[config.mk]
export PLATFORM = sky130hd
export DESIGN_NAME = alu_compare_unit
export DESIGN_NICKNAME = d
export VERILOG_FILES = /design/src/rtl/alu_compare_unit.sv
export SDC_FILE = /design/constraint.sdc
export NUM_CORES = 1
export LEC_CHECK = 0
export CORE_ASPECT_RATIO = 2
export CORE_MARGIN = 2
export CORE_UTILIZATION = 40
export CTS_CLUSTER_SIZE = 10
export DETAILED_ROUTE_END_ITERATION = 10
export DONT_BUFFER_PORTS = 1
export GPL_TIMING_DRIVEN = 1
export PLACE_DENSITY = 0.64
export SYNTH_ARGS = -nofsm -noshare
export SYNTH_HDL_FRONTEND = slang
export SYNTH_SLANG_ARGS = --single-unit
[constraint.sdc]
create_clock -name clk -period 4.76 [get_ports clk]
set_clock_uncertainty 0.2 [all_clocks]
set_input_delay 0.714 -clock clk [delete_from_list [all_inputs] [get_ports clk]]
set_output_delay 0.714 -clock clk [all_outputs]
set_load 0.01 [all_outputs]
[src/rtl/alu_compare_unit.sv]
// RV32I execute core: 32-bit ALU plus funct3-selected branch comparator, with an EX/MEM result register.
// Latency: result/cond are combinational (0 cycles); result_q/cond_q/valid_q follow one cycle later.
// Backpressure: none; the register captures on every edge and consumers qualify it with valid_q.
module alu_compare_unit (
    input  logic        clk,
    input  logic        rst_n,
    input  logic [31:0] in1,
    input  logic [31:0] in2,
    input  logic [3:0]  alu_op,
    input  logic [31:0] cmp_a,
    input  logic [31:0] cmp_b,
    input  logic [2:0]  funct3,
    input  logic        in_valid,
    output logic [31:0] result,
    output logic        cond,
    output logic [31:0] result_q,
    output logic        cond_q,
    output logic        valid_q
);

    // ALU operation encodings
    localparam logic [3:0] OP_ADD   = 4'd0;
    localparam logic [3:0] OP_SUB   = 4'd1;
    localparam logic [3:0] OP_SLL   = 4'd2;
    localparam logic [3:0] OP_SLT   = 4'd3;
    localparam logic [3:0] OP_SLTU  = 4'd4;
    localparam logic [3:0] OP_XOR   = 4'd5;
    localparam logic [3:0] OP_SRL   = 4'd6;
    localparam logic [3:0] OP_SRA   = 4'd7;
    localparam logic [3:0] OP_OR    = 4'd8;
    localparam logic [3:0] OP_AND   = 4'd9;
    localparam logic [3:0] OP_PASSB = 4'd10;

    // Branch condition encodings (funct3)
    localparam logic [2:0] F3_BEQ  = 3'b000;
    localparam logic [2:0] F3_BNE  = 3'b001;
    localparam logic [2:0] F3_BLT  = 3'b100;
    localparam logic [2:0] F3_BGE  = 3'b101;
    localparam logic [2:0] F3_BLTU = 3'b110;
    localparam logic [2:0] F3_BGEU = 3'b111;

    // Only the low five bits of operand B act as the shift amount.
    logic [4:0]  shamt;
    logic        alu_lt_s;
    logic        alu_lt_u;
    logic        cmp_eq;
    logic        cmp_lt_s;
    logic        cmp_lt_u;
    logic [31:0] sra_res;

    assign shamt    = in2[4:0];
    assign alu_lt_s = $signed(in1) < $signed(in2);
    assign alu_lt_u = in1 < in2;
    assign sra_res  = $signed(in1) >>> shamt;

    assign cmp_eq   = cmp_a == cmp_b;
    assign cmp_lt_s = $signed(cmp_a) < $signed(cmp_b);
    assign cmp_lt_u = cmp_a < cmp_b;

    // ALU result select; unused encodings return zero.
    always_comb begin
        result = 32'd0;
        case (alu_op)
            OP_ADD:   result = in1 + in2;
            OP_SUB:   result = in1 - in2;
            OP_SLL:   result = in1 << shamt;
            OP_SLT:   result = {31'd0, alu_lt_s};
            OP_SLTU:  result = {31'd0, alu_lt_u};
            OP_XOR:   result = in1 ^ in2;
            OP_SRL:   result = in1 >> shamt;
            OP_SRA:   result = sra_res;
            OP_OR:    result = in1 | in2;
            OP_AND:   result = in1 & in2;
            OP_PASSB: result = in2;
            default:  result = 32'd0;
        endcase
    end

    // Branch condition select; reserved funct3 values never take the branch.
    always_comb begin
        cond = 1'b0;
        case (funct3)
            F3_BEQ:  cond = cmp_eq;
            F3_BNE:  cond = ~cmp_eq;
            F3_BLT:  cond = cmp_lt_s;
            F3_BGE:  cond = ~cmp_lt_s;
            F3_BLTU: cond = cmp_lt_u;
            F3_BGEU: cond = ~cmp_lt_u;
            default: cond = 1'b0;
        endcase
    end

    // EX/MEM capture every cycle regardless of in_valid; valid_q qualifies the payload.
    always_ff @(posedge clk or negedge rst_n) begin
        if (!rst_n) begin
            result_q <= 32'd0;
            cond_q   <= 1'b0;
            valid_q  <= 1'b0;
        end else begin
            result_q <= result;
            cond_q   <= cond;
            valid_q  <= in_valid;
        end
    end

endmodule

==> results.json, run 1 <==
{
  "grt_overflow_total": 0,
  "port_buffers": 0,
  "grt_max_degree": 98,
  "slew_headroom_pct": 35.2,
  "setup_viol": 0,
  "die_y_um": 234,
  "dieArea_mm2": 0.0278,
  "ant_nets": 0,
  "synth.distinct_cells": 92,
  "clock_sinks": 34,
  "grt_pass1_wl_um": 80500,
  "crit_top_cell": "o21ai_0",
  "core_area_mm2": 0.0262,
  "die_x_um": 119,
  "utilization_pct": 44.4,
  "final_area_mm2": 0.0116,
  "htreeDepth": 2,
  "crit_fanout": 78,
  "ys_async_sr_fraction_pct": 100,
  "arrival_ps": 3820,
  "dp.cells": 1876,
  "gp_congestion": 1.07,
  "min_period_over_period_pct": 99.4,
  "antenna_found_initial": 1,
  "hold_class": "primary input to async pin",
  "slew_viol_final": 0,
  "via_per_inst": 6.76,
  "crit_family": "compound AO/OA/AOI/OAI gates",
  "hold_viol": 0,
  "p_per_area_mw_per_mm2": 172,
  "syn_nets": 1833,
  "drt_wl_total_um": 56300,
  "crit_chain": "clkinv_2, buf_4, o21ai_0, a2111oi_0, o221ai_1, a2111oi_0, o21ai_0, o21ai_0, nand2_1",
  "drt_iter0_drc": 1345,
  "path_buf_inv": 2,
  "finalPower_mw": 2.00,
  "synth_edf_count": 0,
  "drc": 0,
  "status": "finished clean",
  "synth_area_mm2": 0.0106,
  "seq_area_frac_synth_pct": 8.06,
  "cp-start-kind": "primary input",
  "cts_buffers": 5,
  "synth_ff_type": "dfrtp_1",
  "syn_inst": 1564,
  "critPathSlowestCell": "a2111oi_0",
  "root_buffer": "clkbuf_16",
  "finalCriticalPeriod_ps": 4730,
  "track_usage_pct": 39.1,
  "rows": 84,
  "start_util_pct": 40.3,
  "cts_buffer_depth": 2,
  "ys_ff_latch": 34,
  "vias": 12787,
  "grt_pass1_vias": 12515,
  "max_freq_ghz": 0.211,
  "tightestPinTransition_ps": 972,
  "ys.warnings.count": 0,
  "wl_per_cell_um": 29.8,
  "placed_area_mm2": 0.0112,
  "end_kind": "output port",
  "drv_cap": 0,
  "final_net_count": 1818,
  "area_growth_syn_to_layout_pct": 10.2,
  "num_antenna_cells": 0,
  "critPathMaxStageDelay_ps": 740,
  "place_hpwl_um": 43400,
  "clk_pin_slew_worst_paths_ps": 60,
  "drive_gt1_share_pct": 12.0,
  "instances_no_fill": 1892,
  "firstDrtPassIters": 5,
  "num_io_pins": 205,
  "leakage_nw": 5.03,
  "crit_type": "primary input to output port",
  "cts_tree": "done",
  "synth_area_per_cell_um2": 6.75,
  "required_ps": 3850,
  "peakVddDrop_mv": 0.125
}
==> synth_stat cells, types with 8 or more instances <==
master	number	area, um2
clkbuf_1	71	267
o2111ai_1	9	78.8
nor4_1	17	106
a2111oi_0	12	105
nand4_1	23	144
o31ai_1	8	60.1
a31oi_1	18	113
o221ai_1	14	123
a211oi_1	28	210
nor3_1	23	115
ha_1	129	1610
buf_2	16	80.1
and2_1	9	56.3
buf_1	20	75.1
dfrtp_1	34	851
nand3_1	19	95.1
a21o_1	22	165
a22oi_1	14	105
mux2i_1	51	510
nor2_1	203	762
nand2b_1	23	144
nor2b_1	13	81.3
o21bai_1	21	158
o211ai_1	33	248
o21ai_0	108	541
nand2_1	118	443
o22ai_1	19	119
inv_1	124	465
a221o_1	14	140
mux2_2	15	169
a221oi_1	27	236
a21oi_1	179	896
==> power breakdown <==
group	total [mW]	internal, mW	switching, mW
clock	0.348	0.203	0.145
sequential	0.379	0.336	0.0431
combinational	1.27	0.463	0.805
==> stage by stage <==
step           setup slack (ps)  setup TNS [ps]  hold slack [ps]
2_1_floorplan              18.3               0              218
3_3_place_gp               -126            -174              219
3_5_place_dp               -163            -247              219
4_1_cts                   -15.9           -15.9             60.5
5_1_grt                   -26.7           -30.5             70.4
6_report                   29.8               0             55.5
==> worst max path at each step <==
stage	slack, ps	to	cells past startpoint	startpoint
after floorplan	20	result[28]	15	in2[2]
after global placement	-130	result[22]	13	in1[0]
after detailed placement	-160	result[22]	13	in1[0]
after CTS	-20	result[22]	13	in1[0]
after global routing	-30	result[27]	13	in1[1]
final	30	result[31]	9	in2[2]
==> cells in the final DEF (no fill, tap or decap), types with 27 or more instances in the layout <==
master and instances:
nor2_1 202, a21oi_1 177, ha_1 124, inv_1 123, nand2_1 117, o21ai_0 108, buf_4 89, mux2i_1 51
dfrtp_1 34, o211ai_1 33, a211oi_1 28, a221oi_1 27
==> kinds of logic after synthesis <==
logic type	synth area share, %
compound gates	37.9
xor+xnor	0.249
fa+ha+maj	15.7
buf+inv	9.12
flops	8.06
mux	7.93
simple gates	21.1
==> timing repair <==
action                     CTS  global route
hold buffers                 1             0
hold endpoints to repair    34             0
setup endpoints to repair    5            14
gates resized for setup      6            35
pin swaps                    2            23
setup buffers                0             9
==> state kept, by name, summed over array words and instances, names as in the netlist <==
signal and count:
cond_q 1, result_q 32, valid_q 1
==> cell type report <==
class	count	area, um2
fillers	2709	14500
multi-input cells	1289	9000
flip-flops and latches	34	851
repair buffers	92	728
inverters	127	482
well taps	344	430
clock buffers	6	139
==> routing by layer <==
| metal | part of all wire [%] | vias to the layer above | wire length (um) | GRT usage (%) |
|---|---|---|---|---|
| li1 | - | 5745 | - | - |
| met1 | 30 | 5880 | 17200 | 36.3 |
| met2 | 47 | 840 | 26700 | 66.7 |
| met3 | 8.6 | 320 | 4860 | 9.25 |
| met4 | 13 | 2 | 7570 | 42.7 |
| met5 | 0.034 | - | 19 | 0 |
(Power assumes the default switching activity.)
==> inputs of run 2 (changes only) <==
--- a/config.mk
+++ b/config.mk
@@ -12,7 +12,7 @@
 export DETAILED_ROUTE_END_ITERATION = 10
 export DONT_BUFFER_PORTS = 1
 export GPL_TIMING_DRIVEN = 1
-export PLACE_DENSITY = 0.64
+export PLACE_DENSITY = 0.62
 export SYNTH_ARGS = -nofsm -noshare
 export SYNTH_HDL_FRONTEND = slang
 export SYNTH_SLANG_ARGS = --single-unit
==> constraint.sdc (replaced) <==
create_clock -name clk -period 5.12 [get_ports clk]
set_clock_uncertainty 0.2 [all_clocks]
set_input_delay 0.768 -clock clk [delete_from_list [all_inputs] [get_ports clk]]
set_output_delay 0.768 -clock clk [all_outputs]
set_load 0.01 [all_outputs]
==> results.json, run 2 (synthesis gave the netlist of run 1 again) <==
{
  "min_period_over_period_pct": 97.2,
  "mostFrequentLayoutCells": "nor2_1 (202), a21oi_1 (179), ha_1 (129), inv_1 (124), nand2_1 (118)",
  "peakVddDrop_mv": 0.121,
  "top_register": "result_q",
  "reg_top3": "result_q x32, cond_q x1, valid_q x1",
  "final_net_count": 1781,
  "firstDrtPassIters": 6,
  "start_util_pct": 40.3,
  "finalCriticalPeriod_ps": 4980,
  "clk_pin_slew_worst_paths_ps": 60,
  "clock_sinks": 34,
  "track_usage_pct": 39.2,
  "status": "finished clean",
  "switching_power_mw": 0.902,
  "hold_viol": 0,
  "dieArea_mm2": 0.0278,
  "drt_wl_total_um": 56200,
  "layout_commonest_cell": "nor2_1",
  "highest_layer": "met4",
  "core_area_mm2": 0.0262,
  "root_buffer": "clkbuf_16",
  "die_y_um": 234,
  "drv_cap": 0,
  "area_growth_syn_to_layout_pct": 5.35,
  "drive_gt1_share_pct": 8.14,
  "cts_buffer_depth": 2,
  "largest_reg_flops": 32,
  "p_int_mw": 0.886,
  "wl_met1_um": 17100,
  "met2_length_um": 27000,
  "place_hpwl_um": 43300,
  "ant_nets": 0,
  "rows": 84,
  "setup_viol": 0,
  "cp-start-kind": "primary input",
  "hold_class": "primary input to async pin",
  "cts_buffers": 5,
  "p_per_area_mw_per_mm2": 161,
  "grt_pass1_vias": 12685,
  "port_buffers": 0,
  "via_per_inst": 6.87,
  "crit_type": "primary input to output port",
  "pwr-share-comb_pct": 62.7,
  "arrival_ps": 4010,
  "slew_viol_final": 0,
  "seqPwrFrac_pct": 19.6,
  "finalPower_mw": 1.79,
  "cts_tree": "done",
  "crit_path_start": "in1[0]",
  "grt_overflow_total": 0,
  "max_freq_ghz": 0.201,
  "grt_pass1_wl_um": 80700,
  "n_fill_cell": 2747,
  "grt_max_degree": 98,
  "die_x_um": 119,
  "rsz0062_at_grt": "true",
  "num_io_pins": 205,
  "switching_share_pct": 50.5,
  "slew_headroom_pct": 23.0,
  "wl_met3_um": 4940,
  "utilization_pct": 42.5,
  "antenna_found_initial": 0,
  "drt_iter0_drc": 1288,
  "leakage_nw": 4.81,
  "crit_fanout": 5,
  "vias": 12739,
  "tightestPinTransition_ps": 1140,
  "wl_per_cell_um": 30.3,
  "num_antenna_cells": 0,
  "end_kind": "output port",
  "required_ps": 4150,
  "gp_congestion": 1.10,
  "htreeDepth": 2,
  "power_frac_clock_pct": 17.7,
  "drc": 0
}
## run 2: final cells by class
class                   count  area [um2]  share of cell area [%]
repair buffers             55         425                    3.83
flip-flops and latches     34         851                    7.65
inverters                 127         477                    4.29
clock buffers               6         139                    1.25
multi-input cells        1289        8790                    79.1
well taps                 344         430                    3.87
## run 2: worst max path at each step
stage	to
after floorplan	result[27]
after global placement	result[22]
after detailed placement	result[22]
after CTS	result[22]
after global routing	result[0]
final	result[28]
## run 2: power by group through the flow
stage	clock (mW)	sequential [mW]	combinational (mW)
floorplan	0	0.351	0.760
global placement	0	0.356	1.05
detailed placement	0	0.355	1.06
CTS	0.314	0.351	1.07
global route	0.323	0.357	1.19
finish	0.316	0.351	1.12
## run 2: critical path, stage by stage
cell	delay [ps]
ha_1	230
fa_1	420
a21oi_1	320
o211ai_1	260
a221oi_2	450
or2_2	190
o21ai_1	100
a31o_2	290
a221oi_1	290
mux2_2	370
o22ai_1	310
## run 2: per-layer routing
| metal | up-vias | global-route usage (%) |
|---|---|---|
| met5 | - | 0 |
| met4 | 0 | 39.1 |
| met3 | 311 | 9.62 |
| met2 | 835 | 69.7 |
| met1 | 5914 | 35.4 |
| li1 | 5679 | - |
## run 2: repair_timing
item / CTS / global route
endpoints found under the setup margin: 0 / 5
gates resized for setup: 0 / 5
hold buffers: 1 / 0
setup buffers: 0 / 1
endpoints found under the hold margin: 34 / 0
## run 2: through the flow
step | instances | setup TNS, ps | setup WS (ps) | instance area [um2] | hold slack (ps)
2_1_floorplan | 1564 | 0 | 14.8 | 10600 | 272
3_3_place_gp | 1847 | 0 | 116 | 10900 | 273
3_5_place_dp | 1847 | 0 | 79.2 | 10900 | 273
4_1_cts | 1854 | 0 | 62.9 | 11100 | 117
5_1_grt | 1855 | -79.2 | -66.0 | 11100 | 125
6_report | 1855 | 0 | 144 | 11100 | 104
==> inputs of run 3 (changes only) <==
--- a/config.mk
+++ b/config.mk
@@ -5,6 +5,8 @@
 export SDC_FILE = /design/constraint.sdc
 export NUM_CORES = 1
 export LEC_CHECK = 0
+export ABC_AREA = 1
+export CAP_MARGIN = 20
 export CORE_ASPECT_RATIO = 2
 export CORE_MARGIN = 2
 export CORE_UTILIZATION = 40
@@ -13,6 +15,7 @@
 export DONT_BUFFER_PORTS = 1
 export GPL_TIMING_DRIVEN = 1
 export PLACE_DENSITY = 0.62
+export SLEW_MARGIN = 20
 export SYNTH_ARGS = -nofsm -noshare
 export SYNTH_HDL_FRONTEND = slang
 export SYNTH_SLANG_ARGS = --single-unit
==> results.json, run 3 <==
{
  "synth_top_area_share_pct": 22.6,
  "grt_pass1_wl_um": 84700,
  "dp.cells": 2588,
  "port_buffers": 0,
  "track_usage_pct": 35.2,
  "finalCriticalPeriod_ps": 4120,
  "drv_cap": 0,
  "seq_area_um2": 851,
  "hold_viol": 0,
  "final_net_count": 2497,
  "p_int_mw": 0.823,
  "hold_slack_ps": 72.3,
  "drt_wl_total_um": 57200,
  "pwr-share-comb_pct": 62.4,
  "post-cts-setup-buffers": 0,
  "die_y_um": 250,
  "yosys-top-cells-area": "nand2_1 (23%), nand3_1 (18%), ha_1 (13%)",
  "synth_top_cell_by_area": "nand2_1",
  "yosysMostFrequentCell": "nand2_1",
  "antenna_found_initial": 1,
  "grt_pass1_vias": 14186,
  "critPathSlowestCell": "nand2_1",
  "drive_gt1_share_pct": 2.29,
  "seq_area_frac_synth_pct": 7.05,
  "synth_area_per_cell_um2": 5.23,
  "synthTopCellsByCount": "nand2_1 (727), nand3_1 (437), inv_1 (300)",
  "crit_path_start": "alu_op[3]",
  "area_growth_syn_to_layout_pct": 1.63,
  "dieArea_mm2": 0.0316,
  "switching_power_mw": 1.01,
  "cts_tree": "done",
  "largest_reg_flops": 32,
  "power_frac_clock_pct": 19.3,
  "peakVddDrop_mv": 0.128,
  "setup_viol": 0,
  "crit_chain": "inv_1, nor2_1, nand2_1, buf_4, o211ai_1, nor2_1, nand3_1, a21oi_1, nand3_1",
  "layout_commonest_cell": "nand2_1",
  "crit_type": "primary input to output port",
  "cp-start-kind": "primary input",
  "cts_buffer_depth": 2,
  "ctsResizeCount": 0,
  "wl_per_cell_um": 22.0,
  "ys_async_sr_fraction_pct": 100,
  "firstDrtPassIters": 8,
  "multiInputGateArea_mm2": 0.00951,
  "htreeDepth": 2,
  "via_per_inst": 5.91,
  "crit_fanout": 21,
  "syn_nets": 2574,
  "end_kind": "output port",
  "p_per_area_mw_per_mm2": 149,
  "arrival_ps": 3150,
  "clk_pin_slew_worst_paths_ps": 80,
  "rsz0062_at_grt": "false",
  "slew_viol_final": 0,
  "setup_ws_ps": 1000,
  "place_hpwl_um": 46900,
  "hold_class": "primary input to async pin",
  "vias": 15358,
  "top_register": "result_q",
  "num_io_pins": 205,
  "max_freq_ghz": 0.243,
  "start_util_pct": 40.3,
  "root_buffer": "clkbuf_16",
  "mostFrequentLayoutCells": "nand2_1 (727), nand3_1 (437), inv_1 (299), nor2_1 (192), ha_1 (129)",
  "gp_congestion": 1.09,
  "status": "finished clean",
  "synth_ff_type": "dfrtp_1",
  "ctsHoldBuffers": 1,
  "tightestPinTransition_ps": 1090,
  "grt_overflow_total": 0,
  "synth.distinct_cells": 49,
  "required_ps": 4150,
  "ys_ff_latch": 34,
  "core_area_mm2": 0.0300,
  "leakage_nw": 6.76,
  "synth_edf_count": 0,
  "critPathMaxStageDelay_ps": 700,
  "fin_setup_tns_ps": 0,
  "seqPwrFrac_pct": 18.3,
  "die_x_um": 127,
  "drc": 0,
  "min_period_over_period_pct": 80.4,
  "switching_share_pct": 55.0,
  "post-place-ws_ps": 1110,
  "n_fill_cell": 3505,
  "instances_no_fill": 2598,
  "synth_area_mm2": 0.0121,
  "clock_sinks": 34,
  "grt_max_degree": 85,
  "ys.warnings.count": 0,
  "syn_inst": 2305,
  "reg_top3": "result_q x32, cond_q x1, valid_q x1",
  "rows": 90,
  "cts_buffers": 5,
  "slew_headroom_pct": 27.3,
  "ant_nets": 0,
  "drt_iter0_drc": 1804
}
## run 3: changes by cell type after synthesis, moves of 18 or more
| cell | previous run | this run |
|---|---|---|
| nand2_1 | 118 | 727 |
| nand3_1 | 19 | 437 |
| inv_1 | 124 | 300 |
| a21oi_1 | 179 | 93 |
| clkbuf_1 | 71 | 18 |
| mux2i_1 | 51 | 0 |
| buf_2 | 16 | 57 |
| a221oi_1 | 27 | 3 |
| a211oi_1 | 28 | 5 |
| nand2b_1 | 23 | 0 |
| a21o_1 | 22 | 2 |
| buf_1 | 20 | 2 |
| o21ai_0 | 108 | 90 |
## run 3: cell type report
| type | count | area share (%) |
|---|---|---|
| tap | 368 | 3.76 |
| clock inverter | 1 | 0.0408 |
| inverter | 310 | 9.56 |
| clock buffer | 7 | 1.16 |
| sequential | 34 | 6.94 |
| antenna | 1 | 0.0204 |
| multi-input combinational | 1864 | 77.6 |
| timing repair buffer | 13 | 0.959 |
## run 3: cells by family after synthesis
| kind of cell | Yosys count | share of synthesized area [%] |
|---|---|---|
| adders and majority gates | 131 | 13.7 |
| xor gates and xnor gates | 1 | 0.0726 |
| buffers and inverters | 407 | 14.1 |
| DFF | 34 | 7.05 |
| AOI/OAI and AO/OA | 278 | 13.4 |
| and+or+nand+nor | 1454 | 51.6 |
## run 3: per-layer routing
metal	vias up	track usage (%)	wire length [um]
met3	208	6.50	5360
met5	-	0	0
met2	954	56.6	25700
met1	6810	40.5	20600
li1	7386	-	-
met4	0	28.2	5660
## run 3: power groups by stage
stage          sequential, mW  combinational [mW]  clock (mW)
2_1_floorplan           0.335               0.821           0
3_3_place_gp            0.341                1.10           0
3_5_place_dp            0.340                1.10           0
4_1_cts                 0.335                1.11       0.359
5_1_grt                 0.337                1.26       0.363
6_report                0.334                1.14       0.353
## run 3: critical path: cells and delay by family
kind            cells  cell delay, ps
compound gates      2             570
buf+inv             2             370
simple gates        5            1430
## run 3: worst max-delay path by stage
stage,end,cells after the start
2_1_floorplan,result[0],18
3_5_place_dp,result[9],13
6_report,result[25],9
4_1_cts,result[14],12
5_1_grt,result[9],14
3_3_place_gp,result[14],12
## run 3: through the flow
step / instance area (um2) / power, mW / util, %
2_1_floorplan: 12100 / 1.16 / -
4_1_cts: 12300 / 1.81 / 40.9
5_1_grt: 12300 / 1.96 / 40.9
6_report: 12300 / 1.83 / 40.9
3_3_place_gp: 12100 / 1.44 / 40.3
3_5_place_dp: 12100 / 1.44 / 40.3
